<file path="config.mk">
export PLATFORM = sky130hd
export DESIGN_NAME = addr_reg_unit
export DESIGN_NICKNAME = d
export VERILOG_FILES = /design/src/rtl/addr_reg_unit.sv
export SDC_FILE = /design/constraint.sdc
export NUM_CORES = 1
export LEC_CHECK = 0
export BUFFER_PORTS_ARGS = -buffer_cell sky130_fd_sc_hd__buf_4
export CELL_PAD_IN_SITES_DETAIL_PLACEMENT = 1
export CELL_PAD_IN_SITES_GLOBAL_PLACEMENT = 2
export CORE_ASPECT_RATIO = 0.9
export CORE_MARGIN = 5
export CORE_UTILIZATION = 42
export CTS_CLUSTER_SIZE = 24
export DETAILED_ROUTE_END_ITERATION = 10
export PLACE_DENSITY = 0.92
export SYNTH_ARGS = -nofsm -noshare
export SYNTH_HDL_FRONTEND = slang
export SYNTH_SLANG_ARGS = --single-unit
</file>
<file path="constraint.sdc">
create_clock -name clk -period 8.2 [get_ports clk]
set_input_delay 1.64 -clock clk [delete_from_list [all_inputs] [get_ports clk]]
set_output_delay 1.64 -clock clk [all_outputs]
set_load 0.005 [all_outputs]
</file>
<file path="src/rtl/addr_reg_unit.sv">
// Address register with increment/decrement/shift/load commands, a small LIFO
// shadow stack for saving and restoring the register, and sticky stack error flag.
module addr_reg_unit #(
  parameter int unsigned       WIDTH     = 12,
  parameter int unsigned       DEPTH     = 4,
  parameter logic [WIDTH-1:0]  RESET_VAL = '0,
  localparam int unsigned      CW        = $clog2(DEPTH + 1)
) (
  input  logic             clk,
  input  logic             REST,
  input  logic [WIDTH-1:0] DATA_IN,
  input  logic             CLR,
  input  logic             POP,
  input  logic             LOAD,
  input  logic             INR,
  input  logic             DCR,
  input  logic             SHL,
  input  logic             SHR,
  input  logic             SIN,
  input  logic             PUSH,
  output logic [WIDTH-1:0] DATA_OUT,
  output logic             CARRY,
  output logic             ZERO,
  output logic             FULL,
  output logic             EMPTY,
  output logic [CW-1:0]    COUNT,
  output logic             ERR
);

  localparam int unsigned AW = (DEPTH > 1) ? $clog2(DEPTH) : 1;

  logic [WIDTH-1:0] q_q, q_d;
  logic             carry_q, carry_d;
  logic [CW-1:0]    cnt_q, cnt_d;
  logic             err_q, err_d;
  logic [WIDTH-1:0] mem [DEPTH];

  logic             full, empty;
  logic [AW-1:0]    top_idx;
  logic [WIDTH-1:0] top;
  logic             mem_we;
  logic [AW-1:0]    mem_wa;

  assign full    = (cnt_q == CW'(DEPTH));
  assign empty   = (cnt_q == '0);
  // Only meaningful when the stack is non-empty.
  assign top_idx = AW'(cnt_q - CW'(1));
  assign top     = mem[top_idx];

  // Next-state: prioritised Q command plus stack push/pop/exchange handling.
  always_comb begin
    q_d     = q_q;
    carry_d = carry_q;
    cnt_d   = cnt_q;
    err_d   = err_q;
    mem_we  = 1'b0;
    mem_wa  = AW'(cnt_q);

    if (CLR) begin
      q_d     = '0;
      carry_d = 1'b0;
    end else if (POP) begin
      if (empty) begin
        err_d = 1'b1;
      end else if (PUSH) begin
        // Exchange register with the top entry; occupancy unchanged.
        q_d     = top;
        carry_d = 1'b0;
        mem_we  = 1'b1;
        mem_wa  = top_idx;
      end else begin
        q_d     = top;
        carry_d = 1'b0;
        cnt_d   = cnt_q - CW'(1);
      end
    end else if (LOAD) begin
      q_d     = DATA_IN;
      carry_d = 1'b0;
    end else if (INR) begin
      q_d     = q_q + WIDTH'(1);
      carry_d = &q_q;
    end else if (DCR) begin
      q_d     = q_q - WIDTH'(1);
      carry_d = (q_q == '0);
    end else if (SHL) begin
      q_d     = {q_q[WIDTH-2:0], SIN};
      carry_d = q_q[WIDTH-1];
    end else if (SHR) begin
      q_d     = {SIN, q_q[WIDTH-1:1]};
      carry_d = q_q[0];
    end

    // Plain push whenever POP did not win (CLR suppresses POP but not PUSH).
    if (PUSH && !(POP && !CLR)) begin
      if (full) begin
        err_d = 1'b1;
      end else begin
        mem_we = 1'b1;
        mem_wa = AW'(cnt_q);
        cnt_d  = cnt_q + CW'(1);
      end
    end

    // CLR dominates any error raised in the same cycle.
    if (CLR) begin
      err_d = 1'b0;
    end
  end

  // Register state with asynchronous reset; stack storage is left untouched.
  always_ff @(posedge clk or posedge REST) begin
    if (REST) begin
      q_q     <= RESET_VAL;
      carry_q <= 1'b0;
      cnt_q   <= '0;
      err_q   <= 1'b0;
    end else begin
      q_q     <= q_d;
      carry_q <= carry_d;
      cnt_q   <= cnt_d;
      err_q   <= err_d;
    end
  end

  // Stack storage write port; writes blocked while reset is held.
  always_ff @(posedge clk) begin
    if (mem_we && !REST) begin
      mem[mem_wa] <= q_q;
    end
  end

  assign DATA_OUT = q_q;
  assign CARRY    = carry_q;
  assign ZERO     = (q_q == '0);
  assign FULL     = full;
  assign EMPTY    = empty;
  assign COUNT    = cnt_q;
  assign ERR      = err_q;

endmodule

</file>
# Word level (Yosys, flattened, before mapping)
# Memory sizes are Yosys's and may differ from the RTL's.
# Index checks and enable logic that the tools add are counted.
[word_totals]
regBits = 17
latchBits = 0
mem_bits_rw = 48
rom_bits = 0
word_cells = 63
n_memories = 1
[mem_list]
columns = ["name", "words", "width", "read_ports", "rd_clocked_by_memory_dff", "wr", "line_no", "rtl"]
rows = [
  ["mem", 4, 12, 1, 0, 1, "36", "logic [WIDTH-1:0] mem [DEPTH];"],
]
[classes]
n_addsub = 4
mul = 0
div = 0
magnitude_cmp = 0
eq_ne = 2
shift = 0
n_mux = 41
bitwise = 0
n_reduce_logical = 11
[op_table]
columns = ["op", "n"]
rows = [
  ["2-to-1 mux 12 bit", 8],
  ["2-to-1 mux 1 bit", 21],
  ["2-to-1 mux 3 bit", 6],
  ["adder 12 x 1 -> 12 bit, second input constant", 1],
  ["logical NOT 12 bit", 1],
  ["2-to-1 mux 2 bit", 6],
  ["AND reduction 12 bit", 1],
  ["subtractor 12 x 1 -> 12 bit, second input constant", 1],
  ["nonzero test 7 bit", 1],
  ["adder 3 x 1 -> 3 bit, second input constant", 1],
  ["== test 3 bit, second input constant", 1],
  ["logical AND 1 bit", 3],
  ["logical NOT 1 bit", 3],
  ["logical NOT 3 bit", 1],
  ["inequality test 3 bit, second input constant", 1],
  ["subtractor 3 x 1 -> 3 bit, second input constant", 1],
  ["AND reduction 2 bit", 1],
]

# Logic depth before layout (Yosys ltp)
# Gate-level depths: netlist of the first run.
[depth]
depth_word = 9
mapped_depth = 11
depth_no_buf = 8

# Worst setup path after synthesis of the first run
# OpenSTA, ideal clock, no wires.
[synth_timing]
kind = "in2reg"
startpoint = "input CLR"
endpoint = "memory mem[2][0], enable pin"
arrival_ns = 3.225
required_time_ns = 7.815
slack_ns = 4.590
path_stages = 5
n_path_buf = 1
cell_sequence = "clkbuf_1 -> nor2b_1 -> nand3_1 -> or3_1 -> a21oi_1"
[synth_between]
elab_chain_len = 8
word_cells_on_any_way = 13
classes_between = "mux: 8; reduce/logical: 5"
[synth_rtl]
columns = ["element", "line_no", "rtl"]
rows = [
  ["start, declared", "12", "input logic CLR,"],
  ["logical NOT 1 bit", "94", "if (PUSH && !(POP && !CLR)) begin"],
  ["logical AND 1 bit", "94", ""],
  ["logical NOT 1 bit", "94", ""],
  ["logical AND 1 bit", "94", ""],
  ["2-to-1 mux 1 bit", "94", ""],
  ["logical AND 1 bit", "127", "if (mem_we && !REST) begin"],
  ["2-to-1 mux 1 bit", "127", ""],
  ["2-to-1 mux 1 bit (implied by the code)", "128", "mem[mem_wa] <= q_q;"],
  ["end, declared", "36", ""],
]
# Several ways; a longest one is shown, not always the timed one.

# Final worst setup path of the first run
[layout_timing]
startpoint = "register cnt_q[0] (netlist: COUNT[0])"
endpoint = "output EMPTY"
[layout_between]
elab_chain_len = 1
[layout_rtl]
columns = ["element", "line_no", "rtl"]
rows = [
  ["start, declared", "34", "logic [CW-1:0] cnt_q, cnt_d;"],
  ["start signal, assigned", "120", "cnt_q <= cnt_d;"],
  ["logical NOT 3 bit", "45", "assign empty = (cnt_q == '0);"],
  ["end, declared", "25", "output logic EMPTY,"],
]
# Every way passes these cells.

==> impl_metrics.toml, run 1 <==
[run_status]
status = "finished, final reports clean"

[yosys]
synth_top_area_share = 0.3861
post-synth-top-count-cell = "edfxtp_1"
post_synthesis_cell_count = 328
postSynthRegisterBits = 65
synth_flop_cell = "edfxtp_1"
mappedNetlistArea_mm2 = 0.003734
avgSynthCellArea_um2 = 11.38
synth_common_cells = "edfxtp_1 (48), nor2_1 (24), nand2_1 (23), dfrtp_1 (17), o21ai_0 (14)"
synth-async-reset-ratio = 0.2615
synth_area_leaders = "edfxtp_1 (39%), dfrtp_1 (11%), mux4_2 (7.2%)"
synth.yosys.seq_area_share = 0.5000
postSynthNetCount = 357
synth_enable_flop_cells = 48
synth_largest_area_cell = "edfxtp_1"
number_of_synthesis_warnings = 0
netlist-cell-type-count = 62

[sta]
timing.setup.tns_ns = 0
setup_violations = 0
rsz0062_at_grt = "false"
final.period_utilization = 0.5167
fmax_mhz = 236.0
holdWs_ns = 0.5308
slew_violations = 0
hold_viol = 0
final.min_clock_period_ns = 4.237
relSlewSlack = 0.2127
skew_ns = 0.01130
worst_pin_slew_ns = 1.177

[setup_path]
worstReg2RegStart = "COUNT[0]"
critical_path.max_fanout = 19
arrival_worst_endpoint_ns = 2.60
setup.worst_path.end_class = "primary output"
regToRegSetupSlack_ns = 4.36
setup.worst_path.class = "register to primary output"
cp_data_required_time_ns = 6.56
rr_endpoint = "mem[0][1]"
start_kind = "register"
r2r_cells = 4

[grt]
grt_max_degree = 26
antenna_found_initial = 0
wire_length_of_the_first_global_routing_pass_mm = 17.97
gr_ovfl_total = 0
grt_usage = 0.2197
number_of_global_route_vias_before_repair = 3055

[worst_hold_path]
hold_path_class = "register to register"
hold_depth = 2
timing.hold.worst_endpoint = "ERR"
worstHoldStart = "ERR"

[drt]
drc = 0
routed-via-count = 2931
post_route_wl_mm = 11.35
route.antenna.remaining_nets = 0
post_drt_wl_per_cell_um = 23.78
routed_via_density = 6.145
drt-pass1-iter-count = 5
drt_first_iter_violations = 274

[clock_tree]
tritoncts = "done"
cts_setup_buffers = 0
clock_insertion_delay_worst_skew_ns = 0.36
clock_buffer_count_from_cts = 9
cts-resized-gates = 0
htree_num_levels = 3
clock_sinks = 65
post_cts_hold_buffer_count = 0
root_buffer = "clkbuf_8"
clock_tree_buf_depth = 2
cts.reportedPaths.clkPinSlew_ns = 0.07

[die]
num_rows = 32
core_area_mm2 = 0.008608
die-area_mm2 = 0.01088
ios = 43
die_h_um = 99.45
start_util = 0.4337
fp.dieW_um = 109.4

[run]
timing.max_cap.violations = 0

[finish]
finalNetCount = 383
flow.area_growth_from_synthesis_pct = 14.34
antenna-diode-count = 0
final_layout_size_suffix_gt1_frac = 0.2318
postLayoutCoreUtil = 0.4959
nFillCells = 920

[placement]
port_buffers = 42
routabilityCongestion = 0.8166
dp.final_hpwl_mm = 7.738

[pwr]
combinationalPowerShare = 0.385
seqPwrFrac = 0.413
p_leak_nw = 1.567
peakVddDrop_uv = 135.6
p_clk_frac = 0.202
total_power_w = 0.001365
power_switching_w = 0.0005378
swShare = 0.3940
cellInternalPower_w = 0.0008273
cellPowerDensity_mw_per_mm2 = 319.8
-- layout by cell type, fill, tap and decap left out, types with 3 or more instances in the layout --
cell / count
xor2_1: 5
ha_1: 6
a22o_1: 4
nor2b_1: 5
a21oi_1: 9
nor3_1: 10
nand3_1: 13
a22oi_1: 4
inv_1: 13
edfxtp_1: 48
clkbuf_8: 9
nand2_1: 23
and3_1: 3
xnor2_1: 9
mux4_2: 12
o21ai_0: 14
a31oi_1: 4
nand2b_1: 3
a221oi_1: 5
a32o_1: 3
dfrtp_1: 17
buf_4: 44
a32oi_1: 4
nand4_1: 3
o211ai_1: 4
mux2i_1: 6
nor2_1: 24
a211oi_1: 5
a211o_1: 3
-- layout make-up --
class                      count  area (um^2)  share of cell area
clock buffer                   9        123.9             0.02902
clock inverter                 6        68.82             0.01612
inverter                      13        48.80             0.01143
multi-input combinational    221         1682              0.3939
sequential                    65         1867              0.4373
tap                          119        148.9             0.03488
timing repair buffer          44        330.3             0.07737
-- cell families after synthesis --
logic type / count (synthesis) / synth area share
simple gates: 101 / 0.1421
mux: 20 / 0.09450
compound gates: 80 / 0.1599
xor+xnor: 14 / 0.03284
flops: 65 / 0.5000
fa+ha+maj: 6 / 0.02011
buf+inv: 42 / 0.05060
-- worst max-delay path: stages (launching register included) --
cell      delay [ns]
dfrtp_1         0.99
inv_1           0.36
ha_1            0.40
nand2b_1        0.22
inv_1           0.12
buf_4           0.15
-- power groups by stage --
stage,clock [W],sequential [W],combinational [W]
after CTS,0.000276,0.000566,0.000526
after detailed placement,0,0.000571,0.000522
final,0.000276,0.000563,0.000526
after floorplan,0,0.000481,0.000419
after global placement,0,0.000565,0.000506
after global routing,0.000293,0.000578,0.000566
-- layer usage --
| metal | vias up | global-route usage | part of all wire |
|---|---|---|---|
| li1 | 1317 | - | - |
| met1 | 1496 | 0.3128 | 0.43 |
| met2 | 107 | 0.3444 | 0.48 |
| met3 | 11 | 0.05516 | 0.073 |
| met4 | 0 | 0.03931 | 0.0080 |
| met5 | - | 0 | 0 |
-- worst max path at each step --
| stage | start | to | cells after the start |
|---|---|---|---|
| after detailed placement | POP | mem[2][9] | 5 |
| after floorplan | CLR | mem[2][0] | 5 |
| final | COUNT[0] | EMPTY | 5 |
| after global routing | COUNT[0] | EMPTY | 5 |
| after global placement | POP | mem[2][10] | 5 |
| after CTS | COUNT[0] | EMPTY | 5 |
-- state kept, by name (all words and copies together) (netlist names) --
register  cells
DATA_OUT     12
ERR           1
CARRY         1
mem          48
COUNT         3
-- stage by stage --
stage	cell area [um^2]	setup slack, ns	instances
4_1_cts	4265	3.866	477
2_1_floorplan	3734	4.590	328
6_report	4269	3.963	477
3_3_place_gp	4073	4.096	462
3_5_place_dp	4073	3.787	462
5_1_grt	4269	3.715	477
No activity file was read; power rests on OpenSTA's default activity.
==> run 2: changes to the inputs <==
--- a/config.mk
+++ b/config.mk
@@ -10,10 +10,10 @@
 export CELL_PAD_IN_SITES_GLOBAL_PLACEMENT = 2
 export CORE_ASPECT_RATIO = 0.9
 export CORE_MARGIN = 5
-export CORE_UTILIZATION = 42
+export CORE_UTILIZATION = 35
 export CTS_CLUSTER_SIZE = 24
 export DETAILED_ROUTE_END_ITERATION = 10
-export PLACE_DENSITY = 0.92
+export PLACE_DENSITY = 0.83
 export SYNTH_ARGS = -nofsm -noshare
 export SYNTH_HDL_FRONTEND = slang
 export SYNTH_SLANG_ARGS = --single-unit
==> constraint.sdc (replaced) <==
create_clock -name clk -period 3.5 [get_ports clk]
set_input_delay 0.7 -clock clk [delete_from_list [all_inputs] [get_ports clk]]
set_output_delay 0.7 -clock clk [all_outputs]
set_load 0.005 [all_outputs]
==> impl_metrics.toml, run 2 (synthesis gave the netlist of run 1 again) <==
[placement]
placedCellCount = 483
routabilityCongestion = 0.7980
dp.final_hpwl_mm = 8.074
post-place-ws_ns = 0.7261
dpl-instance-area_mm2 = 0.004168
port_buffers = 42

[sta]
fmax_mhz = 327.5
skew_ns = 0.007999
setup_violations = 0
slew_violations = 0
finalWorstSetupSlack_ns = 0.4464
final.min_clock_period_ns = 3.054
final.period_utilization = 0.8725
relSlewSlack = 0.4331
timing.setup.tns_ns = 0
rsz0062_at_grt = "false"
hold_viol = 0
worst_pin_slew_ns = 0.8439

[drt]
drc = 0
drt_first_iter_violations = 253
route.antenna.remaining_nets = 0
drt-pass1-iter-count = 5
routed-via-count = 2913
post_route_wl_mm = 11.18
post_drt_wl_per_cell_um = 22.40
routed_via_density = 5.838

[finish]
final_layout_size_suffix_gt1_frac = 0.2514
final_common_cell = "buf_4"
flow.area_growth_from_synthesis_pct = 20.04
finish.instance_area_mm2 = 0.004482
postLayoutCoreUtil = 0.4337
finalNonFillerCells = 499
finalNetCount = 394
nFillCells = 1122
antenna-diode-count = 0
largest_register_ffs = 48
max_flop_register = "mem"
final_cell_mix = "buf_4 (55), edfxtp_1 (48), nor2_1 (24), nand2_1 (23), dfrtp_1 (17)"

[setup_path]
timing.critical_path.buf_inv = 1
cp_data_required_time_ns = 2.80
timing.critical_path.slowest_stage_cell = "nor3_1"
slowest_delay_ns = 0.78
critical_path.max_fanout = 13
arrival_worst_endpoint_ns = 2.35
setup.worst_path.class = "register to primary output"
path_delay_family = "simple AND/OR/NAND/NOR gates"
setup.worst_path.end_class = "primary output"
crit_path_cell_trace = "nor3_1 > nand3b_1 > nor4_2 > buf_4"
start_kind = "register"

[pwr]
peakVddDrop_uv = 475.2
p_leak_nw = 1.686
cellPowerDensity_mw_per_mm2 = 772.3

[grt]
number_of_global_route_vias_before_repair = 3014
grt_usage = 0.1813
wire_length_of_the_first_global_routing_pass_mm = 17.64
gr_ovfl_total = 0
grt_max_degree = 26
antenna_found_initial = 0

[clock_tree]
clock_buffer_count_from_cts = 9
cts-resized-gates = 0
tritoncts = "done"
clock_tree_buf_depth = 2
clock_sinks = 65
htree_num_levels = 3
root_buffer = "clkbuf_16"
cts.reportedPaths.clkPinSlew_ns = 0.06
cts_setup_buffers = 0
post_cts_hold_buffer_count = 0
clock_insertion_delay_worst_skew_ns = 0.33

[die]
ios = 43
core_area_mm2 = 0.01033
fp.dieW_um = 118.9
die-area_mm2 = 0.01284
num_rows = 35
die_h_um = 108.0
start_util = 0.3613

[run]
timing.max_cap.violations = 0

[worst_hold_path]
hold_path_class = "register to register"

[run_status]
status = "finished, final reports clean"
[run 2: final cells by class]
class | instances | area [um^2] | area share
Clock inverter | 1 | 5.005 | 0.001117
Sequential cell | 65 | 1867 | 0.4165
Timing Repair Buffer | 55 | 412.9 | 0.09213
Multi-Input combinational cell | 221 | 1678 | 0.3744
Tap cell | 129 | 161.4 | 0.03601
Clock buffer | 15 | 309.0 | 0.06896
Inverter | 13 | 48.80 | 0.01089
[run 2: worst min-delay path, cell delays in order (launching register included)]
cell and delay [ns]:
dfrtp_1 0.34, a21oi_1 0.05, nor2_1 0.07
[run 2: final timing paths]
kind                              from      endpoint  slack, ns  depth (start not counted)
min in group asynchronous         REST   DATA_OUT[8]       0.51                          3
hold reg to reg                    ERR           ERR       0.50                          2
hold / removal                     ERR           ERR       0.50                          2
setup reg to reg              COUNT[0]  DATA_OUT[11]       0.83                          8
setup / recovery           DATA_OUT[6]          ZERO       0.45                          4
max in group asynchronous         REST   DATA_OUT[0]       2.78                          3
[run 2: per-stage QoR]
stage               power, W  hold slack [ns]
floorplan           0.002109           0.4859
global placement    0.002551           0.4868
detailed placement  0.002574           0.4982
CTS                 0.003496           0.5037
global route        0.003669           0.5250
finish              0.003461           0.5044
[run 2: report_power, final]
part           internal, W  switching [W]
combinational     0.000618       0.000678
clock             0.000599       0.000313
sequential         0.00102       0.000237
total              0.00223        0.00123
[run 2: routing by layer]
| layer | track usage | share of wire | up-vias |
|---|---|---|---|
| met3 | 0.04132 | 0.061 | 12 |
| met4 | 0.05128 | 0.0091 | 0 |
| met5 | 0 | 0 | - |
| met1 | 0.2651 | 0.47 | 1465 |
| met2 | 0.2706 | 0.46 | 95 |
| li1 | - | - | 1341 |
